==> config.mk <==
export PLATFORM = sky130hd
export DESIGN_NAME = regfile_wb_arbiter
export DESIGN_NICKNAME = d
export VERILOG_FILES = /design/src/rtl/regfile_wb_arbiter.sv
export SDC_FILE = /design/constraint.sdc
export NUM_CORES = 1
export LEC_CHECK = 0
export CORE_ASPECT_RATIO = 1.4
export CORE_UTILIZATION = 28
export DETAILED_ROUTE_END_ITERATION = 10
export HOLD_SLACK_MARGIN = 0.15
export PLACE_DENSITY = 0.6
export SYNTH_ARGS = -nofsm -noshare
export SYNTH_HDL_FRONTEND = slang
export SYNTH_SLANG_ARGS = --single-unit
==> constraint.sdc <==
create_clock -name clk -period 7.8 [get_ports clk]
set_input_delay 1.56 -clock clk [delete_from_list [all_inputs] [get_ports clk]]
set_output_delay 1.56 -clock clk [all_outputs]
set_load 0.005 [all_outputs]
==> src/rtl/regfile_wb_arbiter.sv <==
// Writeback arbiter sharing the register file's single write port between NREQ sources.
// Optional: define REGFILE_WB_FIXED_PRIO_EN for fixed priority (index 0 highest).
module regfile_wb_arbiter #(
    parameter int unsigned NREQ  = 3,
    parameter int unsigned CNT_W = 16
) (
    input  logic                 clk,
    input  logic                 rst_n,
    input  logic                 wb_hold,
    input  logic [NREQ-1:0]      req_valid,
    input  logic [5*NREQ-1:0]    req_rd,
    input  logic [32*NREQ-1:0]   req_data,
    output logic [NREQ-1:0]      req_ready,
    output logic                 wr_en,
    output logic [4:0]           wr_rd,
    output logic [31:0]          wr_data,
    output logic [2:0]           wr_src,
    output logic [CNT_W-1:0]     stall_cnt
);

    localparam int unsigned PTR_W = (NREQ > 1) ? $clog2(NREQ) : 1;

    logic [PTR_W-1:0] gnt_idx;
    logic             gnt_found;
    logic             xfer;
    logic             stall;
    logic [4:0]       gnt_rd;
    logic [31:0]      gnt_data;

`ifndef REGFILE_WB_FIXED_PRIO_EN
    logic [PTR_W-1:0] ptr;
`endif

    // Scan requesters starting at the pointer (or at 0 for fixed priority).
    always_comb begin
        automatic int idx;
        gnt_idx   = '0;
        gnt_found = 1'b0;
        for (int k = 0; k < int'(NREQ); k++) begin
`ifdef REGFILE_WB_FIXED_PRIO_EN
            idx = k;
`else
            idx = int'(ptr) + k;
            if (idx >= int'(NREQ)) begin
                idx = idx - int'(NREQ);
            end
`endif
            if (!gnt_found && req_valid[idx]) begin
                gnt_found = 1'b1;
                gnt_idx   = PTR_W'(idx);
            end
        end
    end

    always_comb begin
        req_ready = '0;
        if (rst_n && !wb_hold && gnt_found) begin
            req_ready[gnt_idx] = 1'b1;
        end
        xfer     = |req_ready;
        gnt_rd   = req_rd[5*int'(gnt_idx) +: 5];
        gnt_data = req_data[32*int'(gnt_idx) +: 32];
        // Contention: some valid requester was not served this cycle.
        stall    = $countones(req_valid) > (xfer ? 1 : 0);
    end

    always_ff @(posedge clk) begin
        if (!rst_n) begin
            wr_en     <= 1'b0;
            wr_rd     <= '0;
            wr_data   <= '0;
            wr_src    <= '0;
            stall_cnt <= '0;
        end else begin
            wr_en <= 1'b0;
            if (xfer) begin
                wr_rd   <= gnt_rd;
                wr_data <= gnt_data;
                wr_src  <= 3'(gnt_idx);
                wr_en   <= |gnt_rd;
            end
            if (stall && (stall_cnt != '1)) begin
                stall_cnt <= stall_cnt + CNT_W'(1);
            end
        end
    end

`ifndef REGFILE_WB_FIXED_PRIO_EN
    always_ff @(posedge clk) begin
        if (!rst_n) begin
            ptr <= '0;
        end else if (xfer) begin
            ptr <= (gnt_idx == PTR_W'(NREQ - 1)) ? '0 : gnt_idx + PTR_W'(1);
        end
    end
`endif

endmodule
# ---- After elaboration in Yosys (flattened, before gate mapping)
# Cells that the tools add are included.
dict set report word_totals {
  in_bits 117
  latch_bits 0
  output_inout_bits 60
  ram_bits 0
  wordCells 64
  mem_count 0
  mem_bits_ro 0
  regBits 58
}
dict set report classes {
  n_addsub 9
  n_mul 1
  n_bitwise 0
  mux 23
  order_cmp 9
  eq_ne 2
  div 0
  reduce_logical 12
  n_shift 2
}
# operator n
set op_table {}
lappend op_table {{32-bit by 4-bit < comparator with 1-bit output (second input constant)} 3}
lappend op_table {{32-bit 2-to-1 mux} 3}
lappend op_table {{96-bit by 8-bit indexed part select with 32-bit output} 1}
lappend op_table {{16-bit by 1-bit adder with 16-bit output (second input constant)} 1}
lappend op_table {{16-bit inequality test (second input constant)} 1}
lappend op_table {{15-bit by 6-bit indexed part select with 5-bit output} 1}
lappend op_table {{1-bit 2-to-1 mux} 11}
lappend op_table {{2-bit 2-to-1 mux} 4}
lappend op_table {{3-bit by 2-bit subtractor with 4-bit output (second input constant)} 2}
lappend op_table {{1-bit binary-select mux with 2-bit select} 3}
lappend op_table {{3-bit by 2-bit greater-or-equal comparator with 1-bit output (second input constant)} 2}
lappend op_table {{1-bit logical AND} 6}
lappend op_table {{3-bit by 2-bit multiplier with 5-bit output (first input constant)} 1}
lappend op_table {{5-bit OR reduction} 1}
lappend op_table {{2-bit by 1-bit adder with 3-bit output} 1}
lappend op_table {{2-bit by 1-bit adder with 3-bit output (second input constant)} 1}
lappend op_table {{2-bit by 2-bit adder with 3-bit output (second input constant)} 1}
lappend op_table {{3-bit by 1-bit > comparator with 1-bit output} 1}
lappend op_table {{1-bit zero test} 3}
lappend op_table {{2-bit by 3-bit < comparator with 1-bit output (second input constant)} 1}
lappend op_table {{3-bit 2-to-1 mux} 1}
lappend op_table {{3-bit OR reduction} 1}
lappend op_table {{2-bit by 2-bit subtractor with 3-bit output (second input constant)} 1}
lappend op_table {{1-bit by 1-bit adder with 2-bit output} 1}
lappend op_table {{other kinds (6)} 6}

# ---- Logic depth before layout (Yosys ltp)
dict set report logic_depth {
  ltp_word 21
  ltp_mapped 14
  ltp_nobuf 13
}

# ---- Worst setup path after synthesis
# No wires, ideal clock.
dict set report synth_path {
  kind {input to output}
  start {in req_valid[2]}
  end {out req_ready[2]}
  setup_slack_ns 3.550
  arrival_time_ns 2.690
  cell_stages 6
  required_time_ns 6.240
  path_cell_list {mux2i_1 > o21ai_2 > o311ai_2 > inv_2 > clkbuf_1 > and2_1}
}
dict set report synth_via {
  elab_chain_len 15
}
# item line
set synth_rtl {}
lappend synth_rtl {{from (decl)} 10} ;# input logic [NREQ-1:0] req_valid,
lappend synth_rtl {{1-bit binary-select mux with 2-bit select} 48} ;# if (!gnt_found && req_valid[idx]) begin
lappend synth_rtl {{1-bit 2-to-1 mux (implied by the code) (2 in series)} 48}
lappend synth_rtl {{1-bit 2-to-1 mux} 48}
lappend synth_rtl {{1-bit zero test} 48}
lappend synth_rtl {{1-bit logical AND} 48}
lappend synth_rtl {{1-bit 2-to-1 mux} 48}
lappend synth_rtl {{1-bit zero test} 48}
lappend synth_rtl {{1-bit logical AND} 48}
lappend synth_rtl {{2-bit 2-to-1 mux} 48}
lappend synth_rtl {{2-bit by 3-bit < comparator with 1-bit output (implied by the code) / 2-bit by 1-bit greater-or-equal comparator with 1-bit output (equally long branches)} 58} ;# req_ready[gnt_idx] = 1'b1;
lappend synth_rtl {{1-bit logical AND (implied by the code)} 58}
lappend synth_rtl {{1-bit 2-to-1 mux (implied by the code)} 58}
lappend synth_rtl {{1-bit demux with 2-bit select} 58}
lappend synth_rtl {{3-bit 2-to-1 mux (*)} 57} ;# if (rst_n && !wb_hold && gnt_found) begin
lappend synth_rtl {{to (decl)} 13} ;# output logic [NREQ-1:0] req_ready,
# Mark *: on every way between the ends. The rest lies on a longest branch, timed or not. The select of a mux whose other input is x is not followed.

# ---- Final worst setup path
dict set report layout_path {
  start {in req_valid[2]}
  end {out req_ready[1]}
}
# Same word-level chain as after synthesis.

==> metrics.txt <==
Hold Crit Endpoint wr_src[0]; Reg-to-Reg End stall_cnt[10]; Initial Util 29.2%; H-tree depth 3; Placer Congestion 0.829; CTS max path bufs 2; Avg Cell Area, Syn 8.56 um2; Clock Sinks 58; Yosys Warn Count 0; initial antenna violation count 0; final setup fails 0; Max Fclk 161 MHz; hpwl dp 7670 um; Clock Skew 0.00516 ns; worst setup path start req_valid[2]; final net count 646; max_cap viols 0; Hold Startpoint wr_src[0]; die area 11,400 um2; Post-synth EDFFs 0; setup_tns 0 ns; Clk Latency, worst-skew pair 0.32 ns; pwr/cell area 184 nW/um2; status finished clean; critical path, cell by cell clkdlybuf4s50_1, mux2i_1, o21ai_2, o311ai_4, buf_4, inv_2, nand2_1, inv_1, clkdlybuf4s50_1; syn_nets 483; worst min path class flip-flop to flip-flop; Cells after DPL 649; crit path kind primary input to primary output; largest net degree at the start of global routing 59; launching point of the worst reg2reg path ptr[0]; # hold bufs at CTS 0; clock share of power 39.2%; unrepaired setup endpoints after global routing false; die width 90.6 um; Tcrit/Tclk final 79.5%; Int Power 694 uW; Unique masters post-synth 52; Psw 265 uW; Diodes inserted 0; Critical Path Max Stage Delay 0.67 ns; Synth Flop Type dfxtp_1; CTS resizes 0; WP data required 6.24 ns; Global Route Usage Sum 18.9%; core box area 10,500 um2; Rel. slew slack 36.4%; Reg power frac 34.7%; first-pass GRT wire length 17,000 um; DRT Pass-1 Iters 4; sequential share of the synthesized area 37.8%; largest area contributor in the netlist dfxtp_1; top-area cell type share of the netlist area 37.8%; async set-reset flop share out of synthesis 0%; Slew Limit Fails 0; via/cell ratio 5.02; final hold violations 0; Net Sw Frac 27.6%; Worst path slowest cell inv_2; initial DRC count 72; clock-pin slew on the worst setup and hold paths 0.05 ns; synth-to-layout area growth 69.5%; CTS tree done; R2R cell count 14; layout cells sized above 1 8.35%; cell mode on critical path clkdlybuf4s50_1; site row count 44; DRC 0; P_leak 1.97 nW; postcts setup bufs 0; register-to-register path setup slack 3.65 ns; crit path launch type primary input; Worst Max-Slew Pin Slew 0.954 ns; VDD IR max 0.000100 V; cts bufs inserted 9; Worst Setup End Kind primary output; crit path DAT 4.64 ns; total power 958 uW; setup slack after placement 1.62 ns; final worst slack 1.60 ns; Vias 3,341; Ports 177; Syn Inst Count 359; hold path cells 2; Area contributors post-synth dfxtp_1 38%, a221oi_1 7.7%, a21oi_1 6.2%; WL final 10,500 um; Cell Area, Synth 3070 um2; DR WL/cell 15.8 um; FF+latch count, synth 58; post-route minimum period 6.20 ns; post-layout instance count excluding filler cells 665; port bufs 175; vias in the first global route 3,413; Overflow after GRT 0; clock root buffer clkbuf_16; Gate power share 26.1%; Die Span Y 126 um; Max FO, Critical Path 44; Detail Route Antenna Nets 0
-- sequential cells by signal (all words and copies together) (netlist names) --
| register | flops |
|---|---|
| wr_data | 32 |
| stall_cnt | 16 |
| wr_rd | 5 |
| ptr | 2 |
| wr_src | 2 |
| wr_en | 1 |
-- synthesized netlist by cell type, drive strengths merged, types with 3 or more instances --
master	count
a21boi	3
a21oi	38
a221oi	37
and2	15
buf	15
clkbuf	12
dfxtp	58
ha	6
inv	10
mux2i	4
nand2	48
nand3	5
nand4	6
nor2	12
nor2b	5
nor3	3
o21ai	39
o22ai	3
xnor2	8
xor2	5
-- cell families (layout without fill, tap and decap cells) --
family	Yosys count	count (layout)	synth area share, %
xor+xnor	13	13	3.70
mux	4	4	1.30
flops	58	58	37.8
fa+ha+maj	7	7	3.09
compound gates	134	134	30.9
simple gates	105	105	17.4
buf+inv	37	205	5.74
other cells	1	1	0.122
-- worst max-delay path, delay by kind of cell --
kind	cells	cell delay (ns)
buffers and inverters	5	2.23
muxes	1	0.16
AOI/OAI and AO/OA	2	0.41
and+or+nand+nor	1	0.23
-- worst max path at each step --
stage / endpoint / slack (ns) / cells past startpoint
after floorplan: req_ready[2] / 3.55 / 6
after global placement: req_ready[1] / 1.71 / 9
after detailed placement: req_ready[1] / 1.62 / 9
after CTS: req_ready[1] / 1.61 / 9
after global routing: req_ready[1] / 1.39 / 9
final: req_ready[1] / 1.60 / 9
-- metrics by stage --
step	instance area [um2]	hold WS (ns)	util, %
4_1_cts	5210	0.461	49.6
2_1_floorplan	3070	0.451	-
6_report	5210	0.458	49.6
5_1_grt	5210	0.490	49.6
3_3_place_gp	4920	0.463	46.8
3_5_place_dp	4920	0.454	46.8
-- placed cells by master, fill, tap and decap left out, types with 2 or more instances in the layout --
cell,count
o21a_1,2
mux2i_1,4
xnor2_1,8
nand3b_1,2
a21oi_1,38
clkinvlp_4,2
buf_4,4
dfxtp_1,58
a221oi_2,10
clkdlybuf4s50_1,174
o22ai_1,2
xor2_1,5
inv_1,9
nand4_1,5
a21boi_1,3
nor2_1,12
clkinv_2,2
nor3_1,3
and2_1,15
o21ai_1,38
or3_1,2
nand2_1,47
clkbuf_8,3
nand3_1,5
a221oi_1,27
clkbuf_16,9
nor2b_1,4
ha_1,6
-- power by group through the flow --
| stage | Sequential [mW] | Combinational [mW] | Clock (mW) |
|---|---|---|---|
| final | 0.332 | 0.250 | 0.376 |
| after global routing | 0.335 | 0.273 | 0.402 |
| after CTS | 0.332 | 0.254 | 0.385 |
| after detailed placement | 0.338 | 0.253 | 0 |
| after global placement | 0.338 | 0.249 | 0 |
| after floorplan | 0.339 | 0.115 | 0 |
-- cell type report --
type                       count  area, um2
clock buffer                  12        267
clock inverter                 4       25.0
fill                        1009       5300
inverter                      10       37.5
multi-input combinational    264       1770
sequential                    58       1160
tap                          138        173
timing repair buffer         179       1780
-- layer usage --
layer	vias up	GRT usage (%)	part of all wire (%)
li1	1643	-	-
met1	1561	20.5	40
met2	117	34.5	52
met3	20	4.95	5.0
met4	0	7.50	2.6
met5	-	0	0
Note: power is estimated with default switching activity, not from simulation.
